[src/rtl/music_tone_gen_pkg.sv]
// Note table and decode helpers shared by the tone generator and its divider.
package music_pkg;

  localparam int NOTE_W = 5;
  localparam logic [NOTE_W-1:0] NOTE_REST = '0;
  localparam int NOTE_CNT = 21;

  localparam int FREQ_TAB [NOTE_CNT] = '{
    262, 294, 330, 349, 392, 440, 494,
    523, 587, 659, 698, 784, 880, 988,
    1046, 1175, 1318, 1397, 1568, 1760, 1976
  };

  typedef struct packed {
    logic [2:0] degree;
    logic [1:0] octave;
  } note_dec_t;

  function automatic logic is_tone(logic [NOTE_W-1:0] note);
    return (note != NOTE_REST) && (int'(note) <= NOTE_CNT);
  endfunction

  function automatic logic [15:0] half_period(logic [NOTE_W-1:0] note, int clk_hz);
    if (!is_tone(note)) return 16'd0;
    return 16'(clk_hz / (2 * FREQ_TAB[int'(note) - 1]));
  endfunction

  function automatic note_dec_t decode_note(logic [NOTE_W-1:0] note);
    note_dec_t d;
    d = '0;
    if (is_tone(note)) begin
      if (note <= 5'd7) begin
        d.degree = 3'(note);
        d.octave = 2'd1;
      end else if (note <= 5'd14) begin
        d.degree = 3'(note - 5'd7);
        d.octave = 2'd2;
      end else begin
        d.degree = 3'(note - 5'd14);
        d.octave = 2'd3;
      end
    end
    return d;
  endfunction

endpackage

[src/rtl/music_tone_gen_if.sv]
// Note-in / speaker-and-display-out bundle between ROM reader and output stages.
interface music_tone_if;
  import music_pkg::*;

  logic [NOTE_W-1:0] note_in;
  logic              beat;
  logic              spk;
  logic [2:0]        degree;
  logic [1:0]        octave;
  logic              playing;

  modport master (output note_in, beat, input spk, degree, octave, playing);
  modport slave  (input note_in, beat, output spk, degree, octave, playing);
endinterface

[src/rtl/music_tone_gen_tone_div.sv]
// Half-period counter with toggle flop; clear restarts the waveform low.
module tone_div (
  input  logic        inclock,
  input  logic        reset,
  input  logic        clear,
  input  logic        enable,
  input  logic [15:0] half,
  output logic        tone
);

  logic [15:0] cnt_q, cnt_d;
  logic        tone_q, tone_d;

  always_comb begin
    cnt_d  = cnt_q;
    tone_d = tone_q;
    if (clear) begin
      cnt_d  = '0;
      tone_d = 1'b0;
    end else if (enable) begin
      if (cnt_q == half - 16'd1) begin
        cnt_d  = '0;
        tone_d = ~tone_q;
      end else begin
        cnt_d = cnt_q + 16'd1;
      end
    end
  end

  always_ff @(posedge inclock) begin
    if (reset) begin
      cnt_q  <= '0;
      tone_q <= 1'b0;
    end else begin
      cnt_q  <= cnt_d;
      tone_q <= tone_d;
    end
  end

  assign tone = tone_q;

endmodule

[src/rtl/music_tone_gen.sv]
// Note register, change detect, decode and square-wave drive for the speaker.
// Optional articulation gap after each beat when MUSIC_NOTE_GAP_EN is defined.
module music_tone_gen
  import music_pkg::*;
#(
  parameter int CLK_HZ    = 12000000,
  parameter int GAP_TICKS = 120000
) (
  input  logic        inclock,
  input  logic        reset,
  music_tone_if.slave io
);

  logic [NOTE_W-1:0] note_q;
  logic [2:0]        degree_q;
  logic [1:0]        octave_q;
  logic              playing_q;
  logic              change;
  logic              tone;
  note_dec_t         dec_in;
  logic [15:0]       half_tab [32];

  // Halves are elaboration-time constants, so no divider is built.
  for (genvar g = 0; g < 32; g++) begin : g_half
    assign half_tab[g] = half_period(5'(g), CLK_HZ);
  end

  assign change = (io.note_in != note_q);
  assign dec_in = decode_note(io.note_in);

  always_ff @(posedge inclock) begin
    if (reset) begin
      note_q    <= NOTE_REST;
      degree_q  <= '0;
      octave_q  <= '0;
      playing_q <= 1'b0;
    end else if (change) begin
      note_q    <= io.note_in;
      degree_q  <= dec_in.degree;
      octave_q  <= dec_in.octave;
      playing_q <= is_tone(io.note_in);
    end
  end

  tone_div u_div (
    .inclock (inclock),
    .reset   (reset),
    .clear   (change),
    .enable  (is_tone(note_q)),
    .half    (half_tab[note_q]),
    .tone    (tone)
  );

`ifdef MUSIC_NOTE_GAP_EN
  localparam int GAP_W = $clog2(GAP_TICKS + 1);
  logic [GAP_W-1:0] gap_cnt_q;

  always_ff @(posedge inclock) begin
    if (reset)                gap_cnt_q <= '0;
    else if (io.beat)         gap_cnt_q <= GAP_W'(GAP_TICKS);
    else if (gap_cnt_q != '0) gap_cnt_q <= gap_cnt_q - 1'b1;
  end

  assign io.spk = tone & (gap_cnt_q == '0);
`else
  logic beat_unused;
  assign beat_unused = io.beat;
  assign io.spk      = tone;
`endif

  assign io.degree  = degree_q;
  assign io.octave  = octave_q;
  assign io.playing = playing_q;

endmodule

[src/flat_wrapper.sv]
// flat-port wrapper written by rule: the top's interface ports become plain ports
module music_tone_gen_flat import music_pkg::*;
#(
  parameter int CLK_HZ    = 12000000,
  parameter int GAP_TICKS = 120000
)
  (inclock, reset, io_note_in, io_beat, io_spk, io_degree, io_octave, io_playing);
  music_tone_if io_i ();
  input  logic inclock;
  input  logic reset;
  input wire logic [$bits(io_i.note_in)-1:0] io_note_in;
  input wire logic [$bits(io_i.beat)-1:0] io_beat;
  output wire logic [$bits(io_i.spk)-1:0] io_spk;
  output wire logic [$bits(io_i.degree)-1:0] io_degree;
  output wire logic [$bits(io_i.octave)-1:0] io_octave;
  output wire logic [$bits(io_i.playing)-1:0] io_playing;
  assign io_i.note_in = io_note_in;
  assign io_i.beat = io_beat;
  assign io_spk = io_i.spk;
  assign io_degree = io_i.degree;
  assign io_octave = io_i.octave;
  assign io_playing = io_i.playing;
  music_tone_gen #(.CLK_HZ(CLK_HZ), .GAP_TICKS(GAP_TICKS)) u_core (.inclock(inclock), .reset(reset), .io(io_i));
endmodule
[config.mk]
export PLATFORM = sky130hd
export DESIGN_NAME = music_tone_gen_flat
export DESIGN_NICKNAME = d
export VERILOG_FILES = /design/src/rtl/music_tone_gen_pkg.sv /design/src/rtl/music_tone_gen_if.sv /design/src/rtl/music_tone_gen_tone_div.sv /design/src/rtl/music_tone_gen.sv /design/src/flat_wrapper.sv
export SDC_FILE = /design/constraint.sdc
export NUM_CORES = 1
export LEC_CHECK = 0
export ABC_CLOCK_PERIOD_IN_PS = 4500
export CORE_MARGIN = 4
export CORE_UTILIZATION = 40
export DETAILED_ROUTE_END_ITERATION = 7
export SYNTH_ARGS = -nofsm -noshare
export SYNTH_HDL_FRONTEND = slang
export SYNTH_SLANG_ARGS = --single-unit
export TNS_END_PERCENT = 5
[constraint.sdc]
create_clock -name inclock -period 4.5 [get_ports inclock]
set_clock_uncertainty 0.1 [all_clocks]
set_input_delay 0.9 -clock inclock [delete_from_list [all_inputs] [get_ports inclock]]
set_output_delay 0.9 -clock inclock [all_outputs]
set_load 0.005 [all_outputs]
* Yosys cells after proc, flatten, opt, wreduce, memory -nomap -nowiden *
Memories as Yosys holds them, arrays and structs flattened.
Cells that the tools add are included.

storage, ports and cells
  flip-flop bits (word level) = 28
  memories = 1
  output and inout port bits = 7
  word-level logic and storage cells = 32
  bits of input ports = 8
  ROM bits = 512

operators by class
  multiplexer cells = 6
  reductions and logical operators = 6
  eq/ne operators = 2
  $lt $le $gt $ge = 5
  bitwise operators = 2
  add/sub/neg operators = 4

memory list
  name             depth  bits a word  read ports  clocked after Yosys merged registers in  write ports  line                  RTL
  (no name shown)  32     16           1           0                                        0            music_tone_gen.sv:50  .half (half_tab[note_q]),

operators by type and width
  kind                                                             count
  2-to-1 mux 16 bit                                                3
  adder 16 x 1 -> 16 bit (second input constant)                   1
  == test 16 bit                                                   1
  subtractor 16 x 1 -> 16 bit (second input constant)              1
  2-to-1 mux 5 bit                                                 3
  less-or-equal comparator 5 bit (second input constant)           2
  nonzero test 5 bit                                               2
  >= comparator 6 bit (second input constant)                      1
  NOT 5 -> 6 bit                                                   1
  subtractor 3 bit (second input constant)                         2
  less-or-equal comparator 5 x 3 -> 1 bit (second input constant)  1
  less-or-equal comparator 5 x 4 -> 1 bit (second input constant)  1
  != test 5 bit                                                    1
  logical AND 1 bit                                                2
  AND reduction 2 bit                                              1
  OR reduction 2 bit                                               1
  NOT 1 bit                                                        1

* Longest topological paths before layout *
Gate-level depths: netlist of run 1.

  depth after elaboration = 7
  depth in mapped cells = 16
  gate-level depth less buffers = 14

* By module *
Synthesis of run 1 repeated with hierarchy kept, for this count alone.

unflattened totals
  cells, all modules = 340
  area total of the unflattened synthesis = 2636.3 um^2

modules (own cells, without submodules)
  module          area each (um^2)  instances  cells an instance  seq. area each (um^2)
  tone_div        1322.5            1          169                340.3
  music_tone_gen  1313.8            1          171                220.2

* Worst setup path before layout of run 1 *
OpenSTA, ideal clock, no wires.

  path type = reg-to-reg
  start point = reg u_core.note_q[1]
  end point = reg u_core.u_div.cnt_q[7]
  arrival = 3.679 ns
  slack = 0.606 ns
  path buffers = 3
  period minus slack after synthesis = 3.894 ns
  data required time = 4.285 ns
  cell stages (with the launch flop) = 15
  library setup time = 0.115 ns
  path through = dfxtp_1 -> buf_6 -> inv_1 -> ha_1 -> mux2_2 -> a221oi_4 -> nand3_2 -> or3_1 -> buf_2 -> or4_1 -> a22o_1 -> or4_4 -> o31ai_4 -> buf_4 -> nor2_1

on the way
  word-level cells in the longest chain between the ends = 7
  elaborated cells on any way between the ends = 12
  classes of those cells = 1 x add/sub; 1 x order compare; 2 x eq/ne; 3 x mux; 1 x bitwise; 3 x reduce/logical; 1 x memory

ends and longest elaborated chain
  what                                                  line                           RTL
  from (decl)                                           music_tone_gen.sv:14           logic [NOTE_W-1:0] note_q;
  from (signal assigned)                                music_tone_gen.sv:38           note_q <= io.note_in;
  NOT 5 -> 6 bit (not written as such)                  music_tone_gen.sv:50
  memory read (32 x 16 bit)                             n/a
  2-to-1 mux 16 bit (not written as such) (2 in a row)  music_tone_gen.sv:50
  subtractor 16 x 1 -> 16 bit                           music_tone_gen_tone_div.sv:21  if (cnt_q == half - 16'd1) begin
  == test 16 bit                                        music_tone_gen_tone_div.sv:21
  2-to-1 mux 16 bit                                     music_tone_gen_tone_div.sv:21
  to (signal assigned)                                  music_tone_gen_tone_div.sv:35  cnt_q <= cnt_d;
  to (decl)                                             music_tone_gen_tone_div.sv:11  logic [15:0] cnt_q, cnt_d;

Several ways; a longest one is shown, not always the timed one. The select of a mux whose other input is x is not followed.
A chain may end at the register's enable or synchronous reset.

* Final worst setup path of run 1 *
  start point = reg u_core.note_q[0]
  end point = reg u_core.u_div.tone_q (netlist: u_core.u_div.tone)

on the way
  word-level cells in the longest chain between the ends = 7
  elaborated cells on any way between the ends = 12
  classes of those cells = 1 x add/sub; 1 x order compare; 2 x eq/ne; 2 x mux; 1 x bitwise; 4 x reduce/logical; 1 x memory

ends and longest elaborated chain
  what                                                  line                           RTL
  NOT 5 -> 6 bit (not written as such)                  music_tone_gen.sv:50
  memory read (32 x 16 bit)                             n/a
  2-to-1 mux 16 bit (not written as such) (2 in a row)  music_tone_gen.sv:50
  subtractor 16 x 1 -> 16 bit                           music_tone_gen_tone_div.sv:21
  == test 16 bit                                        music_tone_gen_tone_div.sv:21
  AND reduction 2 bit (no line)                         n/a
  to (signal assigned)                                  music_tone_gen_tone_div.sv:36  tone_q <= tone_d;
  to (decl)                                             music_tone_gen_tone_div.sv:12  logic tone_q, tone_d;

Several ways; a longest one is shown, not always the timed one. The select of a mux whose other input is x is not followed.

==> results.md, run 1 <==
Clock network:
- The cell at the root of the clock tree is sky130_fd_sc_hd__clkbuf_8.
- After clock tree synthesis, the clock-pin slew on the worst setup and hold paths is 0.10 ns.
- The TritonCTS clock tree is yes.
- Once the clock tree was built, the setup fixing pass inserted 0 buffers.
- The number of clock buffers inserted by TritonCTS is 3.
- In this run, post-CTS hold repair placed 0 buffers.
- The buffer depth of the longest clock path is 2.
- The post-cts gate resize count is 0.
- CTS built an H-tree with a depth of 1.
- The tree built by TritonCTS fans out to 28 sinks.
- The clock reaches the later pin of the worst-skew pair after 0.29 ns.

Timing:
- Setup violations remaining at the end of the flow were counted as 0.
- After layout, the worst setup slack is 0.505 ns.
- The worst path in the final design needs a cycle of 3.99 ns, including I/O delays and setup.
- The maximum achievable frequency is 250 MHz.
- The final sum of negative setup slack is 0 ns.
- Setup repair after global routing left no endpoint under its margin.
- For the pin with the worst max-slew slack, the measured transition is 0.708 ns.
- The share of the clock period used by the worst path is 88.8%.
- In this run the tightest slew margin relative to its limit is 52.5%.
- The final-report max-slew violation count is 0.
- The number of hold violations in the final report was 0.

Floorplan:
- The floorplan has 28 rows.
- In this run the horizontal extent of the chip is 88.2 um.
- The floorplan step defined a die boundary enclosing 7770 sq um.
- The y dimension of the die is 88.2 um.
- The initial utilization of the core area, before any placement, comes to 42.4%.
- For this design the top-level I/O count stands at 15.
- The area of the placeable core is 6060 sq um.

Logic synthesis:
- Counting flops and latches in the post-synthesis netlist gives 28.
- The average footprint of a synthesized cell is 7.88 sq um.
- The number of enable-type register cells in the synthesized netlist is 0.
- The fraction of registers with async set/reset is 0%.
- The count of mapped cells out of synthesis is 326.
- The mapped netlist covers 2570 sq um.
- For this run, the register share of the synthesized area comes to 21.8%.
- When the netlist entered floorplanning its net count stood at 350.
- For this run, the number of Yosys warnings is 0.
- The top flip-flop cell by instance count after synthesis is sky130_fd_sc_hd__dfxtp_1.
- The netlist uses 67 different library cells.

Routing:
- The wire length per cell after detailed routing is 14.3 um.
- The detailed router placed 2326 vias in this run.
- Once detail routing completed, the nets flagged for antenna violations numbered 0.
- The number of design-rule violations left by the first detailed-router iteration is 122.
- The routed design has 5960 um of wire.
- Dividing the detail-routed via count by the number of cells gives 5.59.
- The first TritonRoute pass finished after 4 iterations.
- In the routed design, unresolved DRC markers number 0.

GRT:
- The wire length of the first global-routing pass is 10400 um.
- The overall overflow remaining after global route is 0.
- The via count of the first global-routing pass is 2181.
- The initial antenna violation count is 0.
- The pin count of the biggest net entering global routing is 20.
- The global-route usage over all layers is 16.6%.

Cells and area:
- Cells with a size suffix above 1 make up 9.38% of the layout.
- The area added between synthesis and finish is 11.8%.
- The count of antenna diodes in the layout is 0.
- The register area is 561 sq um.
- The net count reported at finish is 366.
- The library cells used most frequently in the layout, excluding fill and tap cells, are 35 x sky130_fd_sc_hd__nor2_1, 31 x sky130_fd_sc_hd__nand2_1, 28 x sky130_fd_sc_hd__dfxtp_1.
- In the final layout, the multi-input gates occupy 1880 sq um.
- The leading cell type in the layout, fill and taps excluded is sky130_fd_sc_hd__nor2_1.
- The layout has 597 filler cells.

Place:
- The count of buffers added on input and output ports is 13.
- Detailed placement finished with a half-perimeter wire length of 4620 um.
- The routability congestion estimate is 0.905.
- Timing analysis after detailed placement gives a worst setup slack of 0.519 ns.

Power:
- Combinational cells account for 30.6% of the total power.
- The total power per unit cell area is 234 nW/um^2.
- The maximum ir drop on the vdd rail is 177 uV.
- Internal power comes to 0.000467 W.
- Of the total power, the clock network draws 30.2%.
- The switching power total is 0.000206 W.
- The share of total power dissipated in sequential elements is 39.3%.
- In this run the static leakage power is 1.08 nW.
- Of the total power, the share spent switching nets is 30.6%.

Setup path:
- The kind of end point of the critical path is a flip-flop.
- Along the worst path, the maximum fanout reaches 7.
- The data required time of the worst path is 4.63 ns.
- The critical path class is reg2reg.
- Data on the critical path arrives at its endpoint at 4.12 ns.
- The nature of the critical path startpoint is a flip-flop.

Run:
- The number of max-capacitance violations reported is 0.

Outcome:
- The flow ran to the end, and the final reports show no timing, DRC or antenna violations.

Worst hold path:
- The tightest min-delay check is of the reg2reg type.
-- logic make-up (layout without fill, tap and decap cells) --
family                     Yosys count  in the layout  synth area share [%]
and+or+nand+nor                    145            145                  30.4
AOI/OAI and AO/OA                   67             67                  19.7
xor gates and xnor gates            40             40                  13.6
DFF                                 28             28                  21.8
buffers and inverters               26             41                  4.97
adders and majority gates           16             16                  7.79
muxes                                4              4                  1.70
-- power groups by stage --
stage	logic [W]	registers, W	clock network, W
final	0.000205	0.000264	0.000203
after CTS	0.000205	0.000264	0.000208
after global placement	0.000203	0.000270	0
after floorplan	0.000148	0.000266	0
after detailed placement	0.000204	0.000270	0
after global routing	0.000230	0.000266	0.000218
-- metal layers --
| metal | global-route usage [%] | part of all wire [%] | vias to the layer above |
|---|---|---|---|
| li1 | - | - | 1194 |
| met1 | 23.4 | 50 | 1084 |
| met2 | 26.2 | 44 | 41 |
| met3 | 2.73 | 3.9 | 7 |
| met4 | 4.81 | 1.6 | 0 |
| met5 | 0 | 0 | - |
-- synthesized netlist by cell type (all sizes together), types with 2 or more instances --
cell / instances / area share (%)
nor2: 35 / 5.1
nand2: 31 / 4.5
dfxtp: 28 / 22
xnor2: 23 / 7.8
xor2: 17 / 5.8
ha: 16 / 7.8
nor2b: 16 / 3.9
o21ai: 16 / 3.1
buf: 13 / 3.1
inv: 12 / 1.8
a21oi: 8 / 1.6
nand3: 8 / 1.8
nor4: 7 / 1.9
nand2b: 6 / 1.5
nor3: 6 / 1.2
and3: 5 / 1.2
nand4: 5 / 1.2
o31ai: 5 / 2.0
or3: 5 / 1.2
a211o: 3 / 1.0
a21o: 3 / 0.88
a22oi: 3 / 0.88
a31oi: 3 / 0.73
and2: 3 / 0.73
mux2: 3 / 1.3
or4: 3 / 1.0
a21boi: 2 / 0.58
a221oi: 2 / 1.4
a31o: 2 / 0.68
and4: 2 / 0.68
and4b: 2 / 0.78
nor3b: 2 / 0.58
nor4bb: 2 / 0.78
o211ai: 2 / 0.58
o21a: 2 / 0.58
o311ai: 2 / 0.68
o31a: 2 / 0.68
or2: 2 / 0.49
or3b: 2 / 0.68
-- final timing paths --
kind,start,to,slack (ns),depth (start not counted)
hold / removal,u_core.io.playing,u_core.io.playing,0.37,2
hold reg to reg,u_core.io.playing,u_core.io.playing,0.37,2
setup reg to reg,u_core.note_q[0],u_core.u_div.tone,0.51,14
setup / recovery,u_core.note_q[0],u_core.u_div.tone,0.51,14
-- layout make-up --
| type | count | area share, % |
|---|---|---|
| clock buffer | 3 | 1.44 |
| clock inverter | 1 | 1.05 |
| inverter | 12 | 1.57 |
| multi-input combinational | 272 | 65.5 |
| sequential | 28 | 19.5 |
| tap | 75 | 3.27 |
| timing repair buffer | 25 | 7.67 |
-- sequential cells by signal, indices dropped and copies added, names as in the netlist --
name	cells
u_core.io.degree	3
u_core.io.octave	2
u_core.io.playing	1
u_core.note_q	5
u_core.u_div.cnt_q	16
u_core.u_div.tone	1
-- worst max-delay path, cell delays in order (launching register included) --
cell,delay [ns]
sky130_fd_sc_hd__dfxtp_1,0.34
sky130_fd_sc_hd__inv_1,0.09
sky130_fd_sc_hd__ha_1,0.44
sky130_fd_sc_hd__nand2b_1,0.14
sky130_fd_sc_hd__a31oi_1,0.20
sky130_fd_sc_hd__nand2_1,0.11
sky130_fd_sc_hd__inv_1,0.15
sky130_fd_sc_hd__ha_1,0.23
sky130_fd_sc_hd__nand4_1,0.12
sky130_fd_sc_hd__or3_1,0.39
sky130_fd_sc_hd__or3_1,0.36
sky130_fd_sc_hd__a22o_1,0.24
sky130_fd_sc_hd__or4_4,0.47
sky130_fd_sc_hd__or4_1,0.42
sky130_fd_sc_hd__a21boi_1,0.15
-- per-stage QoR --
stage               hold slack, ns  std cells  util (%)  area (sq um)  total power, W
floorplan                    0.339        326         -          2570        0.000414
global placement             0.332        412      46.2          2800        0.000473
detailed placement           0.347        412      46.2          2800        0.000474
CTS                          0.371        416      47.4          2870        0.000678
global route                 0.392        416      47.4          2870        0.000714
finish                       0.365        416      47.4          2870        0.000672
No activity file was read; power rests on OpenSTA's default activity.
==> inputs of run 2 (changes only) <==
ABC_AREA = 0   (was default)
==> results of run 2 <==
No change in the layout: final DEF, timing and power equal those of run 1.
==> inputs of run 3 (changes only) <==
--- a/config.mk
+++ b/config.mk
@@ -7,3 +7,3 @@
 export LEC_CHECK = 0
-export ABC_AREA = 0
+export ABC_AREA = 1
 export ABC_CLOCK_PERIOD_IN_PS = 4500
--- a/constraint.sdc
+++ b/constraint.sdc
@@ -4,2 +4,2 @@
 set_output_delay 0.9 -clock inclock [all_outputs]
-set_load 0.005 [all_outputs]
+set_load 0.1 [all_outputs]
==> run 3 against run 2 <==
  * Design area up 5.9%
  * Combinational power up 29%
  * Sequential power about the same
  * First-iteration DRC count up 110%
  * Non-clock buffer count down 11
  * Hold slack worse by 0.0024 ns
  * Synthesized area up 9.6%
  * Critical path type unchanged
  * Largest cell class unchanged
  * Largest power group unchanged
==> results.md, run 3 <==
Timing:
- The pin slew with the least headroom to its limit is 0.984 ns.
- The final sum of negative setup slack is 0 ns.
- The final critical path takes up 77.8% of the cycle.
- Setup slack on the critical path of the routed design comes to 1.00 ns.
- The final-report max-slew violation count came to 0.
- The maximum achievable frequency is 286 MHz.
- Setup repair after global routing left no endpoint under its margin.
- The routed design could run at a clock period as short as 3.50 ns.
- The number of hold violations in the final report is 0.
- The number of endpoints failing setup at the final stage is 0.
- The worst slew slack as a fraction of its limit is 34.2%.

Cells and area:
- In the final layout, the multi-input gates occupy 1940 sq um.
- The total of fill cells in the finished design is 768.
- At the end of the flow, the number of nets in the layout was 490.
- The number of antenna diodes in the final layout is 0.
- Relative to the synthesized area, the layout overhead comes to 8.04%.
- The register with the most flip-flops in the layout has 16 of them.
- Summing all non-filler instances in the final layout gives an area of 3040 sq um.
- The final core utilization is 44.5%.
- The fraction of layout cells with a size suffix above 1 is 9.03%.
- The largest register by flop count is u_core.u_div.cnt_q.
- The register area is 561 sq um.
- Leaving out fill and tap cells, the most frequent cell in the layout is sky130_fd_sc_hd__nand2_1.
- Leaving out fill and tap cells, the most frequent cells in the layout are 126 x sky130_fd_sc_hd__nand2_1, 58 x sky130_fd_sc_hd__nor2_1, 53 x sky130_fd_sc_hd__nand3_1.

Routing:
- In this run the remaining antenna-violating nets after routing total 0.
- The total via count after detailed routing is 2751.
- For this run, design rule violations remaining after detail routing come to 0.
- The number of optimization iterations in the first detailed-route pass is 4.
- Summed over all layers, the routed wires come to 6890 um.
- The post-detailed-route via-to-cell ratio is 4.90.
- The number of design-rule violations left by the first detailed-router iteration is 260.
- The wire length per cell after detailed routing is 12.3 um.

Setup path:
- The kind of end point of the critical path is a flip-flop.
- At the worst endpoint, the required time is 4.58 ns.
- The peak fanout along the critical path is 13.
- The critical path is of the reg2reg type.
- For the worst setup path, the data arrival time is 3.58 ns.
- STA classifies the critical path startpoint as a flip-flop.

Clock network:
- Clock tree synthesis inserted a total of 3 buffers.
- TritonCTS built the clock tree.
- The buffer depth of the longest clock path is 2.
- After clock tree synthesis, the flow added hold-fix buffers numbering 0.
- The clock sink count is 28.
- The cell at the root of the clock tree is sky130_fd_sc_hd__clkbuf_8.
- The number of levels in the clock H-tree is 1.
- The clock-pin slew on the worst setup and hold paths is 0.11 ns.
- Gates resized during post-CTS repair numbered 0.
- Post-CTS timing repair inserted 0 buffers for setup.
- For the worst-skew pair, the clock arrives at the later sink with an insertion delay of 0.28 ns.

Place:
- The total placed instance area is 2970 sq um.
- The placed wire-length estimate is 5470 um.
- At the end of routability-driven placement, the weighted congestion stood at 0.897.
- In this run the tool buffered the top-level ports with 13 buffer cells.
- Prior to clock tree synthesis, the placed netlist has a worst setup slack of 1.00 ns.

Power:
- In this run the static leakage power is 1.37 nW.
- Power spread over the standard cell area amounts to 240 nW/um^2.
- The maximum ir drop on the vdd rail is 213 uV.

Logic synthesis:
- The top flip-flop cell by instance count after synthesis is sky130_fd_sc_hd__dfxtp_1.
- Counting instances in the post-synthesis netlist gives the leading cell types as 126 x sky130_fd_sc_hd__nand2_1, 58 x sky130_fd_sc_hd__nor2_1, 53 x sky130_fd_sc_hd__nand3_1, 51 x sky130_fd_sc_hd__inv_1, 28 x sky130_fd_sc_hd__dfxtp_1.
- The Yosys step of the flow raised 0 warnings.
- The number of enable-type register cells in the synthesized netlist is 0.
- Counting every instance in the synthesized netlist gives 458.
- After synthesis, the netlist uses 38 different library cells.
- Summing every instance area after synthesis gives 2820 sq um.
- The average instance in the mapped netlist occupies 6.15 sq um.
- The most frequently used cell type in the post-synthesis netlist is sky130_fd_sc_hd__nand2_1.
- Synthesis inferred 28 register bits.
- The top cell type's share of synthesized area is 19.9%.
- For this run, asynchronously set or reset flops after synthesis account for 0%.
- In the post-synthesis netlist, the biggest area contributors are sky130_fd_sc_hd__dfxtp_1 20%, sky130_fd_sc_hd__nand2_1 17%, sky130_fd_sc_hd__nand3_1 9.4%, sky130_fd_sc_hd__nor2_1 7.7%, sky130_fd_sc_hd__xor2_1 7.5%.
- The sequential area share after synthesis is 19.9%.
- When the netlist entered floorplanning its net count stood at 482.
- The cell type with the largest total area after synthesis is sky130_fd_sc_hd__dfxtp_1.

Floorplan:
- The I/O pin count is 15.
- The starting utilization of the core area is 41.2%.
- The floorplan has 30 rows.
- Measured along the y axis, the die boundary spans 91.9 um.
- The horizontal die dimension is 91.9 um.
- The die covers 8450 sq um.
- The core region is 6830 sq um.

GRT:
- The global-route usage over all layers is 17.1%.
- The via count of the first global-routing pass is 2564.
- The first global-routing pass estimated 12000 um of wire.
- The overall overflow remaining after global route is 0.
- The initial antenna violation count is 0.
- The pin count of the biggest net entering global routing is 19.

Worst hold path:
- The min-delay analysis places its worst path in the category reg2reg.

Run:
- The tool flagged a number of max-cap violations equal to 0.

Outcome:
- The flow ran to the end, and the final reports show no timing, DRC or antenna violations.
run 3: power by group:
group          total [W]  internal (W)  switching (W)
sequential      0.000266      0.000255      0.0000110
combinational   0.000265     0.0000811       0.000184
clock           0.000199      0.000119      0.0000798
run 3: critical path, stage by stage (launching register included):
cell	delay (ns)
sky130_fd_sc_hd__dfxtp_1	0.52
sky130_fd_sc_hd__inv_1	0.23
sky130_fd_sc_hd__ha_1	0.35
sky130_fd_sc_hd__inv_1	0.06
sky130_fd_sc_hd__nand2_2	0.09
sky130_fd_sc_hd__nand2_1	0.06
sky130_fd_sc_hd__nand2_1	0.08
sky130_fd_sc_hd__nand2_1	0.06
sky130_fd_sc_hd__nor2_1	0.13
sky130_fd_sc_hd__ha_1	0.24
sky130_fd_sc_hd__nand4_1	0.16
sky130_fd_sc_hd__nor2_4	0.18
sky130_fd_sc_hd__nand2_1	0.13
sky130_fd_sc_hd__nand2_1	0.08
sky130_fd_sc_hd__nand2_1	0.05
sky130_fd_sc_hd__nor2_1	0.09
sky130_fd_sc_hd__nand2_1	0.07
sky130_fd_sc_hd__nor2_1	0.14
sky130_fd_sc_hd__nand3_2	0.09
sky130_fd_sc_hd__nor2_2	0.18
sky130_fd_sc_hd__nand2_2	0.09
sky130_fd_sc_hd__nand2_4	0.17
sky130_fd_sc_hd__nor2_1	0.07
run 3: routing by layer:
metal	up-vias	track usage, %	share of wire [%]
li1	1467	-	-
met1	1218	24.2	49
met2	60	28.3	45
met3	6	1.31	4.4
met4	0	3.59	0.99
met5	-	0	0
run 3: cells by family after synthesis:
kind of cell / count (synthesis) / synth area share (%)
and+or+nand+nor: 280 / 45.1
buffers and inverters: 67 / 11.2
AOI/OAI and AO/OA: 39 / 8.00
xor gates and xnor gates: 28 / 8.71
DFF: 28 / 19.9
adders and majority gates: 16 / 7.11
run 3: area by class of cell:
type,instances,share of cell area (%)
timing repair buffer,14,4.52
sequential,28,18.4
clock inverter,1,0.987
inverter,56,6.99
multi-input combinational,363,63.8
clock buffer,3,1.36
tap,96,3.95
run 3: final timing paths:
kind / cells after the start / endpoint / slack, ns / from
setup reg to reg: 22 / u_core.u_div.cnt_q[12] / 1.00 / u_core.note_q[0]
setup / recovery: 22 / u_core.u_div.cnt_q[12] / 1.00 / u_core.note_q[0]
hold / removal: 2 / u_core.io.playing / 0.36 / u_core.io.playing
hold reg to reg: 2 / u_core.io.playing / 0.36 / u_core.io.playing
run 3: through the flow:
step | hold slack, ns | cells | total power (W)
floorplan | 0.385 | 458 | 0.000482
global placement | 0.344 | 557 | 0.000532
detailed placement | 0.349 | 557 | 0.000535
CTS | 0.373 | 561 | 0.000733
global route | 0.403 | 561 | 0.000778
finish | 0.363 | 561 | 0.000730
